## src/rtl/regfile_write_arbiter.sv

```systemverilog
// regfile_write_arbiter: shares the register file write port between two
// valid/ready requesters (round-robin) and a clear engine that zeroes every address.
// Ports: CLK100MHZ/rst_n (sync, active-low); clr_start/clr_busy/clr_done clear control;
// reqX_valid/addr/data/ready requester handshakes; rf_we/rf_addr/rf_data/rf_src registered write port.
module regfile_write_arbiter #(
  parameter int N = 3,
  parameter int W = 8
) (
  input  logic         CLK100MHZ,
  input  logic         rst_n,
  input  logic         clr_start,
  output logic         clr_busy,
  output logic         clr_done,
  input  logic         req0_valid,
  input  logic [N-1:0] req0_addr,
  input  logic [W-1:0] req0_data,
  output logic         req0_ready,
  input  logic         req1_valid,
  input  logic [N-1:0] req1_addr,
  input  logic [W-1:0] req1_data,
  output logic         req1_ready,
  output logic         rf_we,
  output logic [N-1:0] rf_addr,
  output logic [W-1:0] rf_data,
  output logic [1:0]   rf_src
);
  typedef enum logic {IDLE, CLEAR} state_t;
  state_t state, state_nx;
  logic prio;
  logic [N-1:0] cnt;
  logic arb_en;
  always_comb begin
    arb_en = rst_n && state == IDLE && !clr_start;
    req0_ready = arb_en && req0_valid && (!req1_valid || !prio);
    req1_ready = arb_en && req1_valid && (!req0_valid || prio);
    clr_busy = state == CLEAR;
    state_nx = state == IDLE ? (clr_start ? CLEAR : IDLE) : (&cnt ? IDLE : CLEAR);
  end
  // cnt holds the address currently presented on rf_addr during a sweep
  always_ff @(posedge CLK100MHZ) begin
    if (!rst_n) begin
      state <= IDLE;
      prio <= 1'b0;
      cnt <= '0;
      rf_we <= 1'b0;
      rf_addr <= '0;
      rf_data <= '0;
      rf_src <= 2'd0;
      clr_done <= 1'b0;
    end else begin
      state <= state_nx;
      clr_done <= state == CLEAR && &cnt;
      if (state == CLEAR) begin
        cnt <= cnt + 1'b1;
        rf_we <= !(&cnt);
        rf_addr <= cnt + 1'b1;
        rf_data <= '0;
        rf_src <= 2'd2;
      end else if (clr_start) begin
        cnt <= '0;
        rf_we <= 1'b1;
        rf_addr <= '0;
        rf_data <= '0;
        rf_src <= 2'd2;
      end else begin
        rf_we <= req0_ready || req1_ready;
        if (req0_ready || req1_ready) begin
          rf_addr <= req1_ready ? req1_addr : req0_addr;
          rf_data <= req1_ready ? req1_data : req0_data;
          rf_src <= {1'b0, req1_ready};
          prio <= req0_ready;
        end
      end
    end
  end
endmodule

```

## config.mk

```make
export PLATFORM = sky130hd
export DESIGN_NAME = regfile_write_arbiter
export DESIGN_NICKNAME = d
export VERILOG_FILES = /design/src/rtl/regfile_write_arbiter.sv
export SDC_FILE = /design/constraint.sdc
export NUM_CORES = 1
export LEC_CHECK = 0
export ABC_CLOCK_PERIOD_IN_PS = 1400
export CAP_MARGIN = 20
export CELL_PAD_IN_SITES_DETAIL_PLACEMENT = 0
export CELL_PAD_IN_SITES_GLOBAL_PLACEMENT = 2
export CORE_MARGIN = 1.5
export CORE_UTILIZATION = 19
export DETAILED_ROUTE_END_ITERATION = 8
export GPL_ROUTABILITY_DRIVEN = 0
export HOLD_SLACK_MARGIN = 0.15
export MAX_ROUTING_LAYER = met4
export PLACE_DENSITY_LB_ADDON = 0.1
export SETUP_SLACK_MARGIN = 0.2
export SYNTH_ARGS = -nofsm -noshare
export SYNTH_HDL_FRONTEND = slang
export SYNTH_SLANG_ARGS = --single-unit
```

## constraint.sdc

```tcl
create_clock -name CLK100MHZ -period 1.4 [get_ports CLK100MHZ]
set_input_delay 0.28 -clock CLK100MHZ [delete_from_list [all_inputs] [get_ports CLK100MHZ]]
set_output_delay 0.28 -clock CLK100MHZ [all_outputs]
set_load 0.01 [all_outputs]
```

# Yosys cells after proc, flatten, opt, wreduce, memory -nomap -nowiden
# Cells that the tools add are included.
# W data, S select, Z words.
# totals
out_inout_bits	18
ff_bits	20
wordCells	48
input_bits	27
# classes
n_bitwise	3
muxes	15
n_addsub	1
n_reduce_logical	20
# op_table
op	n
$mux W3	6
$mux W8	1
$logic_and A1 B1 Y1	7
$mux W2	3
$reduce_and A3 Y1	2
$logic_not A1 Y1	5
$mux W1	5
$add A3 B1 Y3 const B	1
$logic_or A1 B1 Y1	3
$not A1 Y1	3
$reduce_bool A3 Y1	1
$reduce_or A3 Y1	1
$reduce_bool A2 Y1	1

# Longest topological paths before layout
# Gate-level depths: netlist of run 1.
# depth
ltp_word	9
mapped_depth	5
depth_no_buf	5

# Worst setup path after synthesis of run 1
# Ideal clock, no wire load.
# synth_timing
path_type	flip-flop to flip-flop
start	register state (netlist: clr_busy)
end	register rf_data[0]
setup_slack_ns	-0.139
period_less_slack_ns	1.539
t_required_ns	1.276
arrival_time_ns	1.415
path_stages_with_launch	6
setup_ns	0.124
path_buffers	1
cell_sequence	dfxtp_1 or3b_4 buf_6 or2_4 a222oi_1 nor2_1
# synth_between
elab_chain_len	6
word_cells_on_any_way	10
classes_between	mux: 1; bitwise: 1; reduce/logical: 8
# synth_rtl
element	line_no	source
start: declaration	28	state_t state, state_nx;
start signal: assignment	51	state <= state_nx;
$not A1 Y1 (no source line)	n/a	
$logic_and A1 B1 Y1 (2 in series)	33	arb_en = rst_n && state == IDLE && !clr_start;
$logic_and A1 B1 Y1 (on tied branches) (2 in series)	35, 34	
$mux W8 / $logic_or A1 B1 Y1 (equally long branches)	69, 67	
end signal: assignment	69	rf_data <= req1_ready ? req1_data : req0_data;
end: declaration	24	output logic [W-1:0] rf_data,
# Several ways; a longest one is shown, not always the timed one.
# A chain may end at the register's enable or synchronous reset.

# Worst setup path in the final report of run 1
# Same ends and word-level chain as after synthesis.

==> flow_results.org, run 1 <==
** Outcome
- The run finished, with violations left.
- Failing checks :: negative setup slack

** STA
- At the pin with the least slew margin, the transition time is 0.275 ns.
- On the final layout, the worst clock skew is 0.0113 ns.
- Fin worst setup slack :: -0.0870 ns
- Number of max-slew violations in the final report :: 0
- Final Cycle Share :: 1.06
- Maximum clock frequency :: 672 MHz
- Subtracting the final worst setup slack from the clock period gives 1.49 ns.
- Hold Fails Final Rpt :: 0
- Setup repair after global routing could not meet its margin everywhere.
- Max transition margin :: 0.817
- Setup total negative slack on the finished layout was measured at -0.659 ns.
- Number of setup violations in the final report :: 10

** Drt
- The detailed router finished its first iteration with 32 violations.
- After detailed routing, the total wire length is 2.59 mm.
- Detailed-route DRC error count :: 0
- After detailed routing, the average wire length per cell comes to 12.4 um.
- Using the TritonRoute via totals, the vias-per-cell ratio works out to 4.31.
- First drt pass iteration count :: 4
- Routed via count :: 900
- Once detail routing completed, the nets flagged for antenna violations numbered 0.

** Worst setup path
- Worst path required time :: 1.56 ns
- The worst setup path is launched from a flip-flop.
- CP Capture Type :: flip-flop
- Critical setup path kind :: reg2reg
- Worst-path maximum fanout :: 4
- CP arrival :: 1.64 ns

** Floorplanning
- Count of pins on the block boundary :: 45
- Overall die height :: 70.3 um
- Row generation in the floorplan step produced 24 rows.
- After floorplanning, the core was sized to cover 4350 sq um.
- Measured along the x axis, the die boundary spans 70.3 um.
- Initial Util :: 0.197
- Die Outline Area :: 4940 sq um

** Cells and area
- Relative area change from synthesis to final layout :: 80.6%
- Leading cell types in the layout, fill and taps excluded :: 22 x sky130_fd_sc_hd__clkdlybuf4s50_1, 19 x sky130_fd_sc_hd__dfxtp_1, 18 x sky130_fd_sc_hd__dlygate4sd2_1
- The library cell used most frequently in the layout, excluding fill and tap cells, is sky130_fd_sc_hd__clkdlybuf4s50_1.
- In the final layout, the share of cells above drive strength 1 is 0.210.
- ANT cells :: 0
- Post-layout net count :: 187
- Filler Cells Inserted :: 445
- For this run, the share of the core covered by cells in the final layout is 0.357.
- Post-route design area :: 1550 sq um

** Run
- # Max-Cap Violations :: 0

** Logic synthesis
- The netlist uses 25 different library cells.
- In this run, synthesis produced a sequential element count of 20.
- Syn_nets :: 123
- The share of the Yosys chip area taken by registers is 0.466.
- After synthesis the cells add up to 860 sq um.
- Post-Syn Instances :: 94
- Mean post-synth cell area :: 9.14 sq um
- The Yosys step of the flow raised 0 warnings.

** Placement
- # port buffers :: 44
- DP Wirelength :: 1.96 mm
- After detailed placement, the total cell area comes to 1430 sq um.

** Hold path
- The tightest min-delay check is of the reg2reg type.

** Clock tree
- Hold bufs inserted after CTS :: 0
- The clock net in this run drives a total of 20 sinks.
- The clock reaches the later pin of the worst-skew pair after 0.26 ns.
- Number of H-tree levels :: 1
- Clock-pin slew of the registers on the worst-case setup and hold paths :: 0.09 ns
- The clock passes through at most 2 buffers.
- TritonCTS built the clock tree.
- Root buffer cell :: sky130_fd_sc_hd__clkbuf_8
- Buffers inserted during clock tree synthesis total 3.

** GRT
- The via count of the first global-routing pass was 890.
- For this run the aggregate overflow at the end of global routing stands at 0.
- For this run, the total global-route usage over all layers was measured as 0.111.
- Initial antenna violation count :: 0
- First-pass GRT wire length :: 4.20 mm
- Maximum number of pins on one net before global-route repair :: 13

** Power
- Of the total power, combinational logic draws 0.175.
- Flop pwr share :: 0.418
- In this run the power spent charging and discharging nets is 0.000316 W.
- Cell-internal power :: 0.00113 W
- Pwr dens :: 931 nW/um^2
- The share of total power dissipated in the clock network is 0.407.
- Leakage power figure :: 0.716 nW
- Max VDD drop :: 0.000602 V
- Post-layout power :: 0.00145 W
- Switching part of the total power :: 0.219
==> cell usage after synthesis <==
cell / instances / area share
sky130_fd_sc_hd__dfxtp_1: 20 / 0.47
sky130_fd_sc_hd__nand2_1: 15 / 0.065
sky130_fd_sc_hd__nor2_1: 12 / 0.052
sky130_fd_sc_hd__a211oi_1: 6 / 0.052
sky130_fd_sc_hd__mux2i_1: 6 / 0.070
sky130_fd_sc_hd__o21ai_0: 5 / 0.029
sky130_fd_sc_hd__a21boi_0: 4 / 0.035
sky130_fd_sc_hd__a41oi_1: 3 / 0.031
sky130_fd_sc_hd__nand3_1: 3 / 0.017
sky130_fd_sc_hd__a222oi_1: 2 / 0.023
sky130_fd_sc_hd__buf_2: 2 / 0.012
sky130_fd_sc_hd__ha_1: 2 / 0.029
sky130_fd_sc_hd__nand2b_1: 2 / 0.015
sky130_fd_sc_hd__a21oi_1: 1 / 0.0058
sky130_fd_sc_hd__a31o_2: 1 / 0.010
sky130_fd_sc_hd__and3_1: 1 / 0.0073
sky130_fd_sc_hd__and4_1: 1 / 0.010
sky130_fd_sc_hd__buf_4: 1 / 0.0087
sky130_fd_sc_hd__buf_6: 1 / 0.013
sky130_fd_sc_hd__clkbuf_1: 1 / 0.0044
sky130_fd_sc_hd__inv_1: 1 / 0.0044
sky130_fd_sc_hd__nand4_1: 1 / 0.0073
sky130_fd_sc_hd__or2_4: 1 / 0.010
sky130_fd_sc_hd__or2b_1: 1 / 0.0087
sky130_fd_sc_hd__or3b_4: 1 / 0.013
==> per-layer routing <==
metal	wire length, um	global-route usage	vias up
met5	0	-	-
met4	17	0.0192	0
met3	171	0.0375	2
met2	1220	0.181	31
met1	1180	0.133	401
li1	-	-	466
==> final timing paths <==
check / from / to / slack [ns] / cells after the start
hold / removal: cnt[2] / cnt[2] / 0.47 / 2
hold reg to reg: cnt[2] / cnt[2] / 0.47 / 2
setup reg to reg: clr_busy / rf_data[0] / -0.09 / 5
setup / recovery: clr_busy / rf_data[0] / -0.09 / 5
==> cells by family after synthesis <==
logic type	after synthesis	synth area share
AND/OR/NAND/NOR	38	0.207
flip-flops	20	0.466
adder cells (fa/ha/maj)	2	0.0291
multiplexers	6	0.0699
buffers and inverters	6	0.0422
AO/OA/AOI/OAI	22	0.186
==> state kept, by name, summed over array words and instances (netlist names) <==
register  cells
rf_we         1
prio          1
rf_addr       3
rf_src        2
cnt           3
clr_busy      1
rf_data       8
clr_done      1
==> metrics by stage <==
stage                     hold WS [ns]  setup slack (ns)  cells
final                            0.466           -0.0870    209
after global routing             0.497            -0.173    209
after CTS                        0.474            -0.133    206
after detailed placement         0.464            -0.648    198
after global placement           0.457            -0.640    198
after floorplan                  0.443            -0.101     94
==> repair_timing <==
action	4_1_cts	5_1_grt
endpoints found under the setup margin	32	18
gates cloned	1	0
hold endpoints to repair	0	0
setup buffers	3	3
gates resized for setup	37	3
pin swaps	7	4
==> layout make-up <==
| class | instances | area [sq um] | share of cell area |
|---|---|---|---|
| well taps | 52 | 65.1 | 0.0419 |
| inverters | 1 | 3.75 | 0.00242 |
| clock buffers | 3 | 41.3 | 0.0266 |
| multi-input cells | 68 | 428 | 0.276 |
| flip-flops and latches | 20 | 402 | 0.259 |
| repair buffers | 64 | 583 | 0.376 |
| clock inverters | 1 | 30.0 | 0.0193 |
==> worst max-delay path, stage by stage (launching register included) <==
cell and delay (ns):
sky130_fd_sc_hd__dfxtp_2 0.34, sky130_fd_sc_hd__buf_6 0.11, sky130_fd_sc_hd__or3b_4 0.39, sky130_fd_sc_hd__or2_4 0.25, sky130_fd_sc_hd__a222oi_1 0.22, sky130_fd_sc_hd__nor2_1 0.07
==> power groups by stage <==
stage / registers (W) / clock network (W) / logic, W
after global routing: 0.000608 / 0.000623 / 0.000277
after floorplan: 0.000627 / 0 / 0.0000802
after detailed placement: 0.000618 / 0 / 0.000247
after global placement: 0.000618 / 0 / 0.000245
after CTS: 0.000605 / 0.000608 / 0.000247
final: 0.000605 / 0.000588 / 0.000253
Power figures use the tool's default switching activity.
==> run 2: changes to the inputs <==
ABC_CLOCK_PERIOD_IN_PS = 1300   (was 1400)
CORE_MARGIN = 5   (was 1.5)
clock period = 1.3 ns   (was 1.4 ns; I/O delays follow)
==> run 2 against run 1 <==
  * The run still ends with negative setup slack left
  * Sequential power increased by 8.6%
  * Largest cell class unchanged
  * First-iteration DRC count decreased by 19%
  * Combinational power increased by 12%
  * Non-clock buffer count increased by 1
  * Die area increased by 21%
  * Fmax decreased by 0.82%
  * Core utilization increased by 0.21 points
  * Clock-buffer cell count unchanged
==> flow_results.org, run 2 (synthesis results as in run 1) <==
** GRT
- First-pass GRT wire length :: 4.49 mm (was 4.20 mm)
- The number of antenna violations at the first check in global routing is 0 (unchanged).
- The global route total overflow is 0 (unchanged).
- The largest net degree at the start of global routing was 12 (was 13).
- Number of global-route vias before repair :: 977 (was 890)
- The aggregate global-route resource usage was 0.0964 (was 0.111).

** STA
- Unrepaired setup endpoints after global routing :: true (unchanged)
- The count of final setup violators was 11 (was 10).
- Layout Skew :: 0.00192 ns (was 0.0113 ns)
- The relative slew slack is 0.819 (was 0.817).
- Number of max-slew violations in the final report :: 0 (unchanged)
- The transition time at the pin with the least slew margin came to 0.272 ns (was 0.275 ns).
- Fin worst setup slack :: -0.199 ns (was -0.0870 ns)
- Period minus WS final :: 1.50 ns (was 1.49 ns)
- Final Cycle Share :: 1.15 (was 1.06)
- The highest clock frequency the design can meet came to 667 MHz (was 672 MHz).
- The hold violation count in the final report is 0 (unchanged).
- Worst hold slack :: 0.466 ns (about the same)

** Worst setup path
- The number of cell instances on the worst register-to-register path is 6 (was 5).
- CP Launch Point :: clr_busy (unchanged)
- CP arrival :: 1.66 ns (was 1.64 ns)
- CP Capture Type :: flip-flop (unchanged)
- Worst path required time :: 1.46 ns (was 1.56 ns)
- The maximum fanout along the worst path is 5 (was 4).
- Critical setup path kind :: reg2reg (unchanged)
- CP startpoint kind :: flip-flop (unchanged)
- The worst reg2reg path startpoint is clr_busy (unchanged).

** Outcome
- Failing checks :: negative setup slack (unchanged)
- Run status: complete, but fails checks (unchanged).

** Cells and area
- The most common cell after layout, fill and taps aside is sky130_fd_sc_hd__clkdlybuf4s50_1 (unchanged).
- Post-layout net count :: 188 (was 187)
- Registers with the highest flip-flop counts :: rf_data x8, cnt x3, rf_addr x3 (unchanged)
- Share of cells above drive strength 1 :: 0.446 (was 0.210)
- The flip-flop count of the largest register, all copies and words added came to 8 (unchanged).
- Core utilization of the finished layout :: 0.359 (was 0.357)
- Leading cell types in the layout, fill and taps excluded: 22 x sky130_fd_sc_hd__clkdlybuf4s50_1, 17 x sky130_fd_sc_hd__buf_4, 13 x sky130_fd_sc_hd__nand2_1, 13 x sky130_fd_sc_hd__dfxtp_2, 10 x sky130_fd_sc_hd__nor2_1 (was 22 x sky130_fd_sc_hd__clkdlybuf4s50_1, 19 x sky130_fd_sc_hd__dfxtp_1, 18 x sky130_fd_sc_hd__dlygate4sd2_1).
- Top register by number of flip-flops :: rf_data (unchanged)
- The area growth from synthesis to layout was 83.0% (was 80.6%).
- The antenna diode count was 0 (unchanged).

** Clock tree
- The buffer cell driving the clock tree root was sky130_fd_sc_hd__clkbuf_8 (unchanged).
- TritonCTS clock tree :: yes (unchanged)
- Largest buffer count on any clock path :: 2 (unchanged)
- Sink Count :: 20 (unchanged)
- The number of H-tree levels is 1 (unchanged).
- Latest clock arrival within the worst-skew pair :: 0.25 ns (was 0.26 ns)
- Clock-pin slew of the registers on the worst-case setup and hold paths :: 0.07 ns (was 0.09 ns)
- The number of CTS-inserted buffers is 3 (unchanged).

** Hold path
- Startpoint of the worst hold path :: rf_src[0] (was cnt[2])
- The class of the worst hold path is reg2reg (unchanged).
- Cell count of the worst hold path :: 2 (unchanged)

** Power
- Max VDD drop :: 0.000428 V (was 0.000602 V)
- Pwr dens :: 852 nW/um^2 (was 931 nW/um^2)
- The cell leakage power came to 0.668 nW (was 0.716 nW).

** Drt
- The wire length per cell came to 13.2 um (was 12.4 um).
- Detailed-route DRC error count :: 0 (unchanged)
- First drt pass iteration count :: 4 (unchanged)
- Detailed-route wire length :: 2.76 mm (was 2.59 mm)
- The starting DRC count in detailed routing was 26 (was 32).
- The via count is 914 (was 900).
- Antenna-violating nets left :: 0 (unchanged)
- Met3 WL :: 203 um (was 171 um)
- Routed met2 length :: 1.40 mm (was 1.22 mm)
- Highest metal layer used by the detailed router :: met4 (unchanged)
- Detailed-routing wirelength on met1 :: 1.13 mm (was 1.18 mm)
- The detail-routed via count per cell is 4.37 (was 4.31).

** Floorplanning
- The initial cell density of the core is 0.196 (was 0.197).
- Count of pins on the block boundary :: 45 (unchanged)
- The site row count is 24 (unchanged).
- The width of the chip was 77.3 um (was 70.3 um).
- Die Outline Area :: 5970 sq um (was 4940 sq um)
- Core footprint :: 4380 sq um (was 4350 sq um)
- The die span in y is 77.3 um (was 70.3 um).

** Placement
- DP Wirelength :: 2.10 mm (was 1.96 mm)
- The number of buffers inserted by port buffering came to 44 (unchanged).

** Run
- # Max-Cap Violations :: 0 (unchanged)
[run 2: changes by cell type in the layout (fill, tap and decap cells not counted), sizes merged]
cell	delta
clkbuf	+1
buf	+10
bufinv	-1
clkdlybuf4s15	+4
dlygate4sd2	-14
[run 2: repair_timing]
action                     CTS  global route
gates cloned                 0             1
hold buffers                 0             0
setup buffers                5             3
setup endpoints to repair   37            34
gates resized for setup     74            30
pin swaps                    8             5
[run 2: critical path, cell delays in order, from the launching register on]
cell and delay (ns):
sky130_fd_sc_hd__dfxtp_2 0.33, sky130_fd_sc_hd__buf_6 0.11, sky130_fd_sc_hd__or3b_4 0.39, sky130_fd_sc_hd__nor2_1 0.16
sky130_fd_sc_hd__buf_4 0.16, sky130_fd_sc_hd__nor2_1 0.04, sky130_fd_sc_hd__a211oi_1 0.22
[run 2: path summary, 6_finish.rpt]
kind	slack (ns)	end
hold reg to reg	0.47	rf_src[0]
hold / removal	0.47	rf_src[0]
setup / recovery	-0.20	rf_data[5]
setup reg to reg	-0.20	rf_data[5]
[run 2: routing by layer]
metal | GRT usage | vias to the layer above
met1 | 0.109 | 419
met4 | 0.0258 | 0
met2 | 0.158 | 29
met3 | 0.0375 | 2
li1 | - | 464
met5 | - | -
[run 2: per-stage QoR]
step	total power, W	setup WS (ns)	setup TNS (ns)	std cells	cell area, sq um
after global placement	0.000929	-0.709	-8.97	197	1430
final	0.00134	-0.199	-1.66	209	1570
after floorplan	0.000762	-0.201	-0.825	94	863
after detailed placement	0.000932	-0.731	-9.51	197	1430
after CTS	0.00136	-0.225	-1.86	205	1540
after global routing	0.00143	-0.258	-2.67	209	1570
[run 2: power breakdown]
| group | switching, W | internal, W |
|---|---|---|
| sequential | 0.0000146 | 0.000642 |
| combinational | 0.000113 | 0.000171 |
| clock | 0.000194 | 0.000206 |
[run 2: cell type report]
| type | instances | area [sq um] |
|---|---|---|
| inverters | 1 | 3.75 |
| repair buffers | 65 | 567 |
| clock buffers | 3 | 41.3 |
| multi-input cells | 68 | 479 |
| fillers | 470 | 2810 |
| well taps | 52 | 65.1 |
| flip-flops and latches | 20 | 417 |
==> run 3: changes to the inputs <==
CTS_CLUSTER_SIZE = 20   (was unset)
MAX_ROUTING_LAYER = unset   (was met4)
==> run 3 against run 2 <==
  * The run still ends with negative setup slack left
  * Critical path depth stayed put
  * Core utilization unchanged
  * Register-to-register slack hardly changed
  * Non-clock buffer count unchanged
  * Clock skew hardly changed
  * Sequential share of layout area did not move
  * Wire length is essentially flat
  * Cell area stayed put
  * Clock-buffer cell count is the same
  * Clock power about the same
  * Highest routed layer unchanged
==> flow_results.org, run 3 (synthesis results as in run 1) <==
** Clock tree
- The buffer cell driving the clock tree root is sky130_fd_sc_hd__clkbuf_8 (unchanged).
- TritonCTS clock tree :: yes (unchanged)
- Clock-pin slew of the registers on the worst-case setup and hold paths :: 0.07 ns (about the same)
- Sink Count :: 20 (unchanged)
- Number of H-tree levels :: 1 (unchanged)
- The number of CTS-inserted buffers is 3 (unchanged).
- Hold bufs inserted after CTS :: 0 (unchanged)
- Latest clock arrival within the worst-skew pair :: 0.25 ns (about the same)
- The deepest clock path buffer count came to 2 (unchanged).

** Worst setup path
- Worst-path maximum fanout :: 5 (unchanged)
- Critical setup path kind :: reg2reg (unchanged)
- The element type at the critical path end is a flip-flop (unchanged).
- The worst reg2reg path startpoint was clr_busy (unchanged).
- The required time of the critical path was 1.46 ns (about the same).
- CP Launch Point :: clr_busy (unchanged)
- CP arrival :: 1.65 ns (was 1.66 ns)
- CP cell instances :: buf_6, or3b_4, nor2_1, buf_4, nor2_1, a211oi_1 (unchanged)
- Delay of the slowest cell on the worst path :: 0.39 ns (about the same)
- Crit path top cell by count :: sky130_fd_sc_hd__nor2_1 (unchanged)
- The startpoint kind of the worst setup timing path is a flip-flop (unchanged).
- Slowest cell on the critical path :: sky130_fd_sc_hd__or3b_4 (unchanged)

** Hold path
- Hold WC Path Type :: reg2reg (unchanged)
- The startpoint of the lowest-slack hold path was rf_src[0] (unchanged).

** Power
- Cell-internal power :: 0.00102 W (about the same)
- The combinational fraction of design power is 0.212 (about the same).
- Switching part of the total power :: 0.239 (about the same)
- The cell leakage power came to 0.668 nW (unchanged).
- The cell area power density was 852 nW/um^2 (about the same).
- Share of power burned in the clock network :: 0.298 (about the same)
- P_sw :: 0.000320 W (was 0.000321 W)
- The part of the power in registers came to 0.490 (about the same).
- Max VDD drop :: 0.000428 V (about the same)

** Cells and area
- Share of cells above drive strength 1 :: 0.446 (unchanged)
- The antenna diode count came to 0 (unchanged).
- The final cell count without fillers was 209 (unchanged).
- The flip-flop count of the largest register, all copies and words added is 8 (unchanged).
- Leading cell types in the layout, fill and taps excluded :: 22 x sky130_fd_sc_hd__clkdlybuf4s50_1, 17 x sky130_fd_sc_hd__buf_4, 13 x sky130_fd_sc_hd__nand2_1, 13 x sky130_fd_sc_hd__dfxtp_2, 10 x sky130_fd_sc_hd__nor2_1 (unchanged)
- The most common cell after layout, fill and taps aside was sky130_fd_sc_hd__clkdlybuf4s50_1 (unchanged).
- Relative area change from synthesis to final layout :: 83.0% (unchanged)
- Post-layout net count :: 188 (unchanged)
- Registers with the highest flip-flop counts: rf_data x8, cnt x3, rf_addr x3 (unchanged).
- Top register by number of flip-flops :: rf_data (unchanged)
- The area of all placed cells without fillers is 1570 sq um (unchanged).
- The utilization after layout is 0.359 (unchanged).
- The number of filler cells placed in the layout is 470 (unchanged).

** GRT
- First-pass GRT wire length :: 4.49 mm (unchanged)
- Initial antenna violation count :: 0 (unchanged)
- Global router's overall resource usage :: 0.0938 (was 0.0964)
- Number of global-route vias before repair :: 975 (was 977)
- The global route total overflow was 0 (unchanged).
- Maximum number of pins on one net before global-route repair :: 12 (unchanged)

** Drt
- The DRC violation count after routing was 0 (unchanged).
- Number of design-rule violations left by the first detailed-router iteration :: 27 (was 26)
- The via count came to 920 (was 914).
- The remaining antenna violation count after routing is 0 (unchanged).
- The wire length per cell was 13.2 um (about the same).
- The number of detailed-routing iterations run before antenna repair came to 4 (unchanged).
- Detailed-route wire length :: 2.76 mm (about the same)
- The detail-routed via count per cell is 4.40 (was 4.37).

** STA
- Number of setup violations in the final report :: 11 (unchanged)
- Hold Fails Final Rpt :: 0 (unchanged)
- Fin worst setup slack :: -0.197 ns (was -0.199 ns)
- Number of max-slew violations in the final report :: 0 (unchanged)
- Max transition margin :: 0.819 (unchanged)
- The fraction of the cycle the final worst path needs is 1.15 (about the same).
- Layout Skew :: 0.00192 ns (about the same)
- The post-route minimum period is 1.50 ns (about the same).
- Maximum clock frequency :: 668 MHz (was 667 MHz)
- Unrepaired setup endpoints after global routing :: true (unchanged)
- Worst Max-Slew Pin Slew :: 0.272 ns (unchanged)

** Floorplanning
- Die Outline Area :: 5970 sq um (unchanged)
- The die span in y was 77.3 um (unchanged).
- Placement row count :: 24 (unchanged)
- Chip width :: 77.3 um (unchanged)
- The core box area is 4380 sq um (unchanged).
- The initial cell density of the core was 0.196 (unchanged).
- Count of pins on the block boundary :: 45 (unchanged)

** Placement
- # placed instances :: 197 (unchanged)
- Placement Cell Area :: 1430 sq um (unchanged)
- # port buffers :: 44 (unchanged)
- The post-detailed-placement half-perimeter wirelength came to 2.10 mm (unchanged).

** Outcome
- Run status: complete, but fails checks (unchanged).
- Failing checks :: negative setup slack (unchanged)

** Run
- # Max-Cap Violations :: 0 (unchanged)
[run 3: cell counts in the layout (fill, tap and decap cells not counted)]
No cell type changed its count.
[run 3: path summary, 6_finish.rpt]
path | end | slack [ns] | depth (start not counted)
max | rf_data[5] | -0.20 | 6
min | rf_src[0] | 0.47 | 2
max reg2reg | rf_data[5] | -0.20 | 6
min reg2reg | rf_src[0] | 0.47 | 2
[run 3: critical path: cells and delay by family, from the launching register on]
kind / cells / cell delay (ns)
and+or+nand+nor: 3 / 0.59
AOI/OAI and AO/OA: 1 / 0.22
DFF: 1 / 0.33
buffers and inverters: 2 / 0.27
[run 3: through the flow]
stage / hold WS [ns] / power (W) / setup TNS [ns] / setup WS (ns)
floorplan: 0.423 / 0.000762 / -0.825 / -0.201
global placement: 0.456 / 0.000929 / -8.97 / -0.709
detailed placement: 0.464 / 0.000932 / -9.51 / -0.731
CTS: 0.473 / 0.00136 / -1.86 / -0.225
global route: 0.489 / 0.00143 / -2.67 / -0.258
finish: 0.465 / 0.00134 / -1.65 / -0.197
[run 3: power by group through the flow]
stage          registers (W)  clock network, W   logic, W
6_report            0.000657          0.000399   0.000284
5_1_grt             0.000659          0.000461   0.000312
4_1_cts             0.000654          0.000429   0.000280
3_3_place_gp        0.000666                 0   0.000263
3_5_place_dp        0.000666                 0   0.000266
2_1_floorplan       0.000676                 0  0.0000868
[run 3: layout make-up]
type,instances,area (sq um),share of cell area
Inverter,1,3.75,0.00239
Timing Repair Buffer,65,567,0.360
Multi-Input combinational cell,68,479,0.305
Tap cell,52,65.1,0.0414
Sequential cell,20,417,0.265
Clock buffer,3,41.3,0.0263
[run 3: metal layers]
layer	share of wire	track usage
met2	0.51	0.158
met3	0.079	0.0422
met1	0.40	0.106
met5	0	0
met4	0.0080	0.0258
[run 3: timing repair]
action,CTS,global route
pin swaps,8,5
gates resized for setup,74,30
endpoints found under the setup margin,37,34
setup buffers,5,3
gates cloned,0,1
